### src/rtl/mem_stage_if.sv
// mem_stage_if
// Request/response bus between the memory stage and the external data RAM.
//
// Signals
//   dmemReq     request valid, held until dmemReady is seen
//   dmemWe      1 = store, 0 = load
//   dmemAddr    word-aligned byte address (bits [1:0] always 00)
//   dmemWdata   store data, already replicated into the addressed lanes
//   dmemByteEn  per-lane write/read enables, little-endian
//   dmemRdata   load data returned by the RAM (full word)
//   dmemReady   RAM has completed the current request
//
// Modports
//   master  the memory stage (drives the request, receives the response)
//   slave   the data RAM (receives the request, drives the response)
interface mem_stage_if;
  logic        dmemReq;
  logic        dmemWe;
  logic [31:0] dmemAddr;
  logic [31:0] dmemWdata;
  logic [3:0]  dmemByteEn;
  logic [31:0] dmemRdata;
  logic        dmemReady;

  modport master (
    output dmemReq, dmemWe, dmemAddr, dmemWdata, dmemByteEn,
    input  dmemRdata, dmemReady
  );

  modport slave (
    input  dmemReq, dmemWe, dmemAddr, dmemWdata, dmemByteEn,
    output dmemRdata, dmemReady
  );
endinterface

### src/rtl/mem_stage.sv
// mem_stage
// Data-memory access stage between EX/MEM and memWb. Issues loads and stores
// to a variable-latency data RAM, stalls the front of the pipeline while an
// access is outstanding, and aligns/extends load data. Every output toward
// memWb is registered; only stall is combinational.
//
// Optional feature macro: MEM_SUBWORD_EN
//   defined   : byte and half accesses with lane steering, store replication
//               and sign/zero extension of loads.
//   undefined : every access is a full word, byte enables are 1111, data is
//               passed through unshifted and only addr[1:0]!=00 faults.
//
// Ports
//   clock, reset        pipeline clock, synchronous active-high reset
//   exValid             EX/MEM slot holds a real instruction
//   memRead, memWrite   load / store (both high = store)
//   memSize             00 byte, 01 half, 1x word
//   memUnsigned         zero-extend loads
//   aluResultInput      effective address or ALU result
//   writeDataInput      store data
//   writeRegisterInput  destination register
//   wbControlInput      {regWrite, memToReg}
//   dmem                data RAM bus (master side)
//   stall               hold PC, IF/ID, ID/EX and EX/MEM
//   outValid            one-cycle result pulse toward memWb
//   readDataMemory      aligned and extended load data
//   aluResult           ALU result / access address / faulting address
//   writeRegister       destination register toward memWb
//   wbControl           write-back control, forced to 00 on bubbles/faults
//   misaligned          one-cycle misaligned-access fault pulse
module mem_stage (
  input  logic        clock,
  input  logic        reset,
  input  logic        exValid,
  input  logic        memRead,
  input  logic        memWrite,
  input  logic [1:0]  memSize,
  input  logic        memUnsigned,
  input  logic [31:0] aluResultInput,
  input  logic [31:0] writeDataInput,
  input  logic [4:0]  writeRegisterInput,
  input  logic [1:0]  wbControlInput,
  mem_stage_if.master dmem,
  output logic        stall,
  output logic        outValid,
  output logic [31:0] readDataMemory,
  output logic [31:0] aluResult,
  output logic [4:0]  writeRegister,
  output logic [1:0]  wbControl,
  output logic        misaligned
);

  typedef enum logic {
    IDLE   = 1'b0,
    ACCESS = 1'b1
  } state_t;

  state_t state;
  state_t state_next;

  // Decoded view of the instruction currently offered by EX/MEM
  logic        mem_op;
  logic        mis_in;
  logic [3:0]  be_in;
  logic [31:0] wdata_in;

  // Handshakes between the FSM and the datapath registers
  logic accept;
  logic finish;

  // Request bus registers
  logic        req_q;
  logic        we_q;
  logic [31:0] wdata_q;
  logic [3:0]  be_q;

  // Latched operation, kept for the whole access
  logic [31:0] addr_q;
  logic        store_q;
  logic [4:0]  wreg_q;
  logic [1:0]  wbctl_q;
`ifdef MEM_SUBWORD_EN
  logic [1:0]  size_q;
  logic        uns_q;
`endif

  logic [31:0] load_data;

  assign mem_op = memRead | memWrite;

  // Alignment check, lane enables and store-data replication for the offered
  // instruction. Word is the fallback for every size so memSize=11 behaves
  // exactly like 10.
  always_comb begin
    mis_in   = (aluResultInput[1:0] != 2'b00);
    be_in    = 4'b1111;
    wdata_in = writeDataInput;
`ifdef MEM_SUBWORD_EN
    case (memSize)
      2'b00: begin
        mis_in   = 1'b0;
        be_in    = 4'b0001 << aluResultInput[1:0];
        wdata_in = {4{writeDataInput[7:0]}};
      end
      2'b01: begin
        mis_in   = aluResultInput[0];
        be_in    = aluResultInput[1] ? 4'b1100 : 4'b0011;
        wdata_in = {2{writeDataInput[15:0]}};
      end
      default: begin
        mis_in   = (aluResultInput[1:0] != 2'b00);
      end
    endcase
`endif
  end

`ifndef MEM_SUBWORD_EN
  // Size and signedness have no effect in the word-only build.
  logic unused_cfg;
  assign unused_cfg = ^{memSize, memUnsigned};
`endif

  // Load lane selection and extension, based on the latched access.
`ifdef MEM_SUBWORD_EN
  logic [31:0] rdata_shifted;
  logic [7:0]  lane8;
  logic [15:0] lane16;

  always_comb begin
    rdata_shifted = dmem.dmemRdata >> {addr_q[1:0], 3'b000};
    lane8         = rdata_shifted[7:0];
    lane16        = addr_q[1] ? dmem.dmemRdata[31:16] : dmem.dmemRdata[15:0];
    load_data     = dmem.dmemRdata;
    case (size_q)
      2'b00:   load_data = uns_q ? {24'b0, lane8}  : {{24{lane8[7]}}, lane8};
      2'b01:   load_data = uns_q ? {16'b0, lane16} : {{16{lane16[15]}}, lane16};
      default: load_data = dmem.dmemRdata;
    endcase
  end
`else
  always_comb begin
    load_data = dmem.dmemRdata;
  end
`endif

  // State register
  always_ff @(posedge clock) begin
    if (reset) begin
      state <= IDLE;
    end else begin
      state <= state_next;
    end
  end

  // Next-state logic. stall covers the accept cycle plus every ACCESS cycle
  // in which the RAM has not yet answered; in the ready cycle it drops so
  // EX/MEM can advance and present the next instruction right after.
  always_comb begin
    state_next = state;
    stall      = 1'b0;
    accept     = 1'b0;
    finish     = 1'b0;
    case (state)
      IDLE: begin
        if (exValid && mem_op && !mis_in) begin
          accept     = 1'b1;
          stall      = 1'b1;
          state_next = ACCESS;
        end
      end
      ACCESS: begin
        if (dmem.dmemReady) begin
          finish     = 1'b1;
          state_next = IDLE;
        end else begin
          stall      = 1'b1;
        end
      end
      default: state_next = IDLE;
    endcase
  end

  // Request bus and memWb output registers. outValid and misaligned default
  // low every cycle so they can only ever be single-cycle pulses.
  always_ff @(posedge clock) begin
    if (reset) begin
      req_q          <= 1'b0;
      we_q           <= 1'b0;
      wdata_q        <= '0;
      be_q           <= '0;
      addr_q         <= '0;
      store_q        <= 1'b0;
      wreg_q         <= '0;
      wbctl_q        <= '0;
`ifdef MEM_SUBWORD_EN
      size_q         <= '0;
      uns_q          <= 1'b0;
`endif
      outValid       <= 1'b0;
      misaligned     <= 1'b0;
      readDataMemory <= '0;
      aluResult      <= '0;
      writeRegister  <= '0;
      wbControl      <= '0;
    end else begin
      outValid   <= 1'b0;
      misaligned <= 1'b0;
      if (accept) begin
        req_q     <= 1'b1;
        we_q      <= memWrite;
        wdata_q   <= wdata_in;
        be_q      <= be_in;
        addr_q    <= aluResultInput;
        store_q   <= memWrite;
        wreg_q    <= writeRegisterInput;
        wbctl_q   <= wbControlInput;
`ifdef MEM_SUBWORD_EN
        size_q    <= memSize;
        uns_q     <= memUnsigned;
`endif
        // Nothing may be written back while the access is in flight.
        wbControl <= 2'b00;
      end else if (finish) begin
        req_q         <= 1'b0;
        we_q          <= 1'b0;
        outValid      <= 1'b1;
        aluResult     <= addr_q;
        writeRegister <= wreg_q;
        wbControl     <= wbctl_q;
        if (!store_q) begin
          readDataMemory <= load_data;
        end
      end else if (state == IDLE) begin
        if (!exValid) begin
          wbControl <= 2'b00;
        end else if (mem_op) begin
          // Only a misaligned memory op reaches here: report the fault and
          // suppress write-back.
          misaligned    <= 1'b1;
          outValid      <= 1'b1;
          wbControl     <= 2'b00;
          aluResult     <= aluResultInput;
          writeRegister <= writeRegisterInput;
        end else begin
          outValid      <= 1'b1;
          aluResult     <= aluResultInput;
          writeRegister <= writeRegisterInput;
          wbControl     <= wbControlInput;
        end
      end
    end
  end

  assign dmem.dmemReq    = req_q;
  assign dmem.dmemWe     = we_q;
  assign dmem.dmemAddr   = {addr_q[31:2], 2'b00};
  assign dmem.dmemWdata  = wdata_q;
  assign dmem.dmemByteEn = be_q;

endmodule

### src/flat_wrapper.sv
// flat-port wrapper written by rule: the top's interface ports become plain ports
module mem_stage_flat 
  (clock, reset, exValid, memRead, memWrite, memSize, memUnsigned, aluResultInput, writeDataInput, writeRegisterInput, wbControlInput, stall, outValid, readDataMemory, aluResult, writeRegister, wbControl, misaligned, dmem_dmemReq, dmem_dmemWe, dmem_dmemAddr, dmem_dmemWdata, dmem_dmemByteEn, dmem_dmemRdata, dmem_dmemReady);
  mem_stage_if dmem_i ();
  input  logic clock;
  input  logic reset;
  input  logic exValid;
  input  logic memRead;
  input  logic memWrite;
  input  logic [1:0] memSize;
  input  logic memUnsigned;
  input  logic [31:0] aluResultInput;
  input  logic [31:0] writeDataInput;
  input  logic [4:0] writeRegisterInput;
  input  logic [1:0] wbControlInput;
  output logic stall;
  output logic outValid;
  output logic [31:0] readDataMemory;
  output logic [31:0] aluResult;
  output logic [4:0] writeRegister;
  output logic [1:0] wbControl;
  output logic misaligned;
  output wire logic [$bits(dmem_i.dmemReq)-1:0] dmem_dmemReq;
  output wire logic [$bits(dmem_i.dmemWe)-1:0] dmem_dmemWe;
  output wire logic [$bits(dmem_i.dmemAddr)-1:0] dmem_dmemAddr;
  output wire logic [$bits(dmem_i.dmemWdata)-1:0] dmem_dmemWdata;
  output wire logic [$bits(dmem_i.dmemByteEn)-1:0] dmem_dmemByteEn;
  input wire logic [$bits(dmem_i.dmemRdata)-1:0] dmem_dmemRdata;
  input wire logic [$bits(dmem_i.dmemReady)-1:0] dmem_dmemReady;
  assign dmem_dmemReq = dmem_i.dmemReq;
  assign dmem_dmemWe = dmem_i.dmemWe;
  assign dmem_dmemAddr = dmem_i.dmemAddr;
  assign dmem_dmemWdata = dmem_i.dmemWdata;
  assign dmem_dmemByteEn = dmem_i.dmemByteEn;
  assign dmem_i.dmemRdata = dmem_dmemRdata;
  assign dmem_i.dmemReady = dmem_dmemReady;
  mem_stage u_core (.clock(clock), .reset(reset), .exValid(exValid), .memRead(memRead), .memWrite(memWrite), .memSize(memSize), .memUnsigned(memUnsigned), .aluResultInput(aluResultInput), .writeDataInput(writeDataInput), .writeRegisterInput(writeRegisterInput), .wbControlInput(wbControlInput), .dmem(dmem_i), .stall(stall), .outValid(outValid), .readDataMemory(readDataMemory), .aluResult(aluResult), .writeRegister(writeRegister), .wbControl(wbControl), .misaligned(misaligned));
endmodule
### config.mk
export PLATFORM = sky130hd
export DESIGN_NAME = mem_stage_flat
export DESIGN_NICKNAME = d
export VERILOG_FILES = /design/src/rtl/mem_stage_if.sv /design/src/rtl/mem_stage.sv /design/src/flat_wrapper.sv
export SDC_FILE = /design/constraint.sdc
export NUM_CORES = 1
export LEC_CHECK = 0
export BUFFER_PORTS_ARGS = -buffer_cell sky130_fd_sc_hd__buf_2
export CAP_MARGIN = 0
export CORE_UTILIZATION = 45
export CTS_BUF_LIST = sky130_fd_sc_hd__clkbuf_8
export DETAILED_ROUTE_END_ITERATION = 8
export MAX_ROUTING_LAYER = met4
export PLACE_DENSITY = 0.87
export SLEW_MARGIN = 20
export SYNTH_ARGS = -nofsm -noshare
export SYNTH_HDL_FRONTEND = slang
export SYNTH_SLANG_ARGS = --single-unit
### constraint.sdc
create_clock -name clock -period 1.31 [get_ports clock]
set_clock_uncertainty 0.05 [all_clocks]
set_input_delay 0.0655 -clock clock [delete_from_list [all_inputs] [get_ports clock]]
set_output_delay 0.0655 -clock clock [all_outputs]
set_load 0.05 [all_outputs]
==> results.toml <==
[hold_path]
hp-class = "input pin to flop"
hold_start = "reset"

[critical_path]
cp_top_family = "compound AO/OA/AOI/OAI gates"
cp_cell_sequence = "buf_6 -> nand2b_4 -> buf_16 -> o32ai_1 -> a21oi_1"
critPathLaunch = "u_core.state$_SDFF_PP0_"
critical_path_class = "flop to flop"
slowest_delay_ns = 0.38
start_kind = "flop"
cp_num_buf_inv = 2
arrival_ns = 1.82
cp_slowest_cell = "dfxtp_4"
end_kind = "flop"
crit_fanout = 12
timing.rr.start = "u_core.state$_SDFF_PP0_"
cp.required_ns = 1.59

[timing]
holdWs_ns = 0.0794
fin_crit_sh_pct = 117
drv_slew = 0
setup_viol = 143
worst_slew_pin_slew_ns = 0.681
hold_violations = 0
finalCriticalPeriod_ns = 1.54
maxSlewHeadroom_pct = 54.5
rsz0062_at_grt = "true"
timing.fmax_mhz = 651
layout_setup_ws_ns = -0.227

[detailed_routing]
detail-route-antenna-nets = 0
drt_iter0_markers = 887
dr_total_vias = 8783
drtPass1Iterations = 6
routedWlPerCell_um = 22.8
route.detailed.drc = 0
routed_wl_um = 30700
avgViaCountPerCell = 6.53

[floorplanning]
die_area_um2 = 16300
initial_core_util_pct = 46.4
die_y_um = 128
pin_count = 256
coreArea_um2 = 15300
die_w_um = 128
rows = 45

[finish]
final_common_cell = "buf_2"
drive_above_1_share_pct = 44.0
final_cell_mix = "248 x buf_2, 143 x dfxtp_1, 124 x a21oi_1"
finalNetCount = 1234
antenna_cells = 0
n_fill_cell = 1000
final-seq-area_um2 = 2990
multi_input_area_um2 = 4300
syn_to_final_growth_pct = 59.4

[clock_tree]
cts_made_buffers = 17
htree_levels = 4
cts-root-buf = "clkbuf_8"
cts.path.max_buffers = 2
clkTransAtPathRegs_ns = 0.10
insertion_delay_ns = 0.45
cts_tree = "built"
clock_sinks = 149

[grt]
grt_util_all_layers_pct = 32.9
grt_pass1_vias = 8094
antenna_found_initial = 0
overflow = 0
grt_max_degree = 107
grt_pass1_wl_um = 41300

[synth]
yosysSeqAreaShare_pct = 42.0
ys_types = 35
synth_warnings = 0
syn-cell-area_um2 = 7100
ys_seq_elements = 149
avgSynthCellArea_um2 = 8.67
syn_inst = 819

[status]
status = "complete, but fails checks"
failed_checks = "negative setup slack"

[pwr]
p_per_area_nw_per_um2 = 1030
power_mw = 11.7
p_leak_nw = 4.41
ir_drop_uv = 1140

[placed_design]
portBuffers = 250
place.gp.congestion = 0.801
post-dp-hpwl_um = 14000

[run]
drv_cap = 0
[what timing repair did]
action                                  in CTS  in global routing
gates cloned                                 7                 16
resized for setup                           53                124
buffers inserted                             6                  5
endpoints found under the setup margin     109                146
hold buffers                               103                  0
hold endpoints to repair                   137                  0
pin swaps                                   13                 39
[cell type report]
| class | instances | area share [%] |
|---|---|---|
| multi-input cells | 531 | 38.0 |
| clock inverters | 13 | 1.30 |
| clock buffers | 19 | 2.31 |
| inverters | 2 | 0.0663 |
| flip-flops and latches | 149 | 26.4 |
| well taps | 211 | 2.33 |
| repair buffers | 421 | 29.6 |
[cell usage after synthesis (all sizes together)]
| library cell | count | share of area, % |
|---|---|---|
| a21oi | 140 | 9.9 |
| a32oi | 2 | 0.25 |
| and3 | 3 | 0.26 |
| and3b | 1 | 0.12 |
| buf | 92 | 8.6 |
| clkbuf | 53 | 2.8 |
| conb | 1 | 0.053 |
| dfxtp | 149 | 42 |
| inv | 2 | 0.11 |
| mux2 | 3 | 0.53 |
| nand2 | 68 | 3.6 |
| nand2b | 2 | 0.18 |
| nand3 | 2 | 0.14 |
| nand3b | 38 | 4.0 |
| nand4 | 71 | 6.5 |
| nor2 | 2 | 0.21 |
| nor2b | 1 | 0.19 |
| nor3 | 3 | 0.37 |
| nor4 | 1 | 0.088 |
| o21a | 1 | 0.11 |
| o21ai | 2 | 0.14 |
| o311ai | 37 | 4.6 |
| o31ai | 69 | 7.3 |
| o32ai | 37 | 4.6 |
| or2 | 2 | 0.18 |
| or3 | 37 | 3.3 |
[stage by stage]
step / cells / TNS (ns) / area (µm²) / setup slack, ns / utilization [%]
6_report: 1346 / -16.63 / 11300 / -0.227 / 73.9
5_1_grt: 1346 / -23.06 / 11300 / -0.272 / 73.9
4_1_cts: 1326 / -9.54 / 10400 / -0.144 / 67.9
3_5_place_dp: 1178 / -4.21 / 8490 / -0.124 / 55.4
3_3_place_gp: 1178 / -1.57 / 8490 / -0.0548 / 55.4
2_1_floorplan: 820 / -0.526 / 7240 / -0.0308 / -
[worst paths after layout]
kind                                                                to  slack [ns]  cells after the start
worst max-delay path                 u_core.aluResult[20]$_SDFFE_PP0P_       -0.23                      5
worst min-delay path            u_core.dmem.dmemByteEn[0]$_SDFFE_PP0P_        0.08                      4
worst max register to register       u_core.aluResult[20]$_SDFFE_PP0P_       -0.23                      5
worst min register to register   u_core.readDataMemory[6]$_SDFFE_PP0P_        0.41                      2
[per-layer routing]
layer  wire length, µm  global-route usage (%)  up-vias  part of all wire, %
met1             11100                    37.7     4178                   36
met3              3410                    7.91      148                   11
li1                  -                       -     3721                    -
met5                 0                       -        -                    0
met2             14900                    54.6      736                   49
met4              1290                    14.9        0                  4.2
[worst min-delay path, cell delays in order]
cell and delay [ns]:
buf_4 0.10, inv_2 0.07, buf_4 0.19, o21a_1 0.11
[logic make-up after synthesis]
family	count (synthesis)	synth area share, %
AOI/OAI and AO/OA	288	26.8
and+or+nand+nor	231	19.1
DFF	149	42.0
buffers and inverters	147	11.5
muxes	3	0.529
other	1	0.0528
[registers in the layout, summed over array words and instances, names as in the netlist]
name	flops
u_core.wbctl_q	2
u_core.dmem.dmemWdata	32
u_core.readDataMemory	32
u_core.writeRegister	5
u_core.misaligned	1
u_core.outValid	1
u_core.addr_q	32
u_core.dmem.dmemReq	1
u_core.wreg_q	5
u_core.wbControl	2
u_core.state	1
u_core.aluResult	32
u_core.store_q	1
u_core.dmem.dmemByteEn	1
u_core.dmem.dmemWe	1
[power breakdown]
group	switching (mW)	total [mW]	leakage, nW	internal, mW
Combinational	1.92	3.04	3.00	1.11
Sequential	0.172	4.90	1.22	4.72
Clock	1.94	3.76	0.195	1.82
No activity file was read; power rests on OpenSTA's default activity.
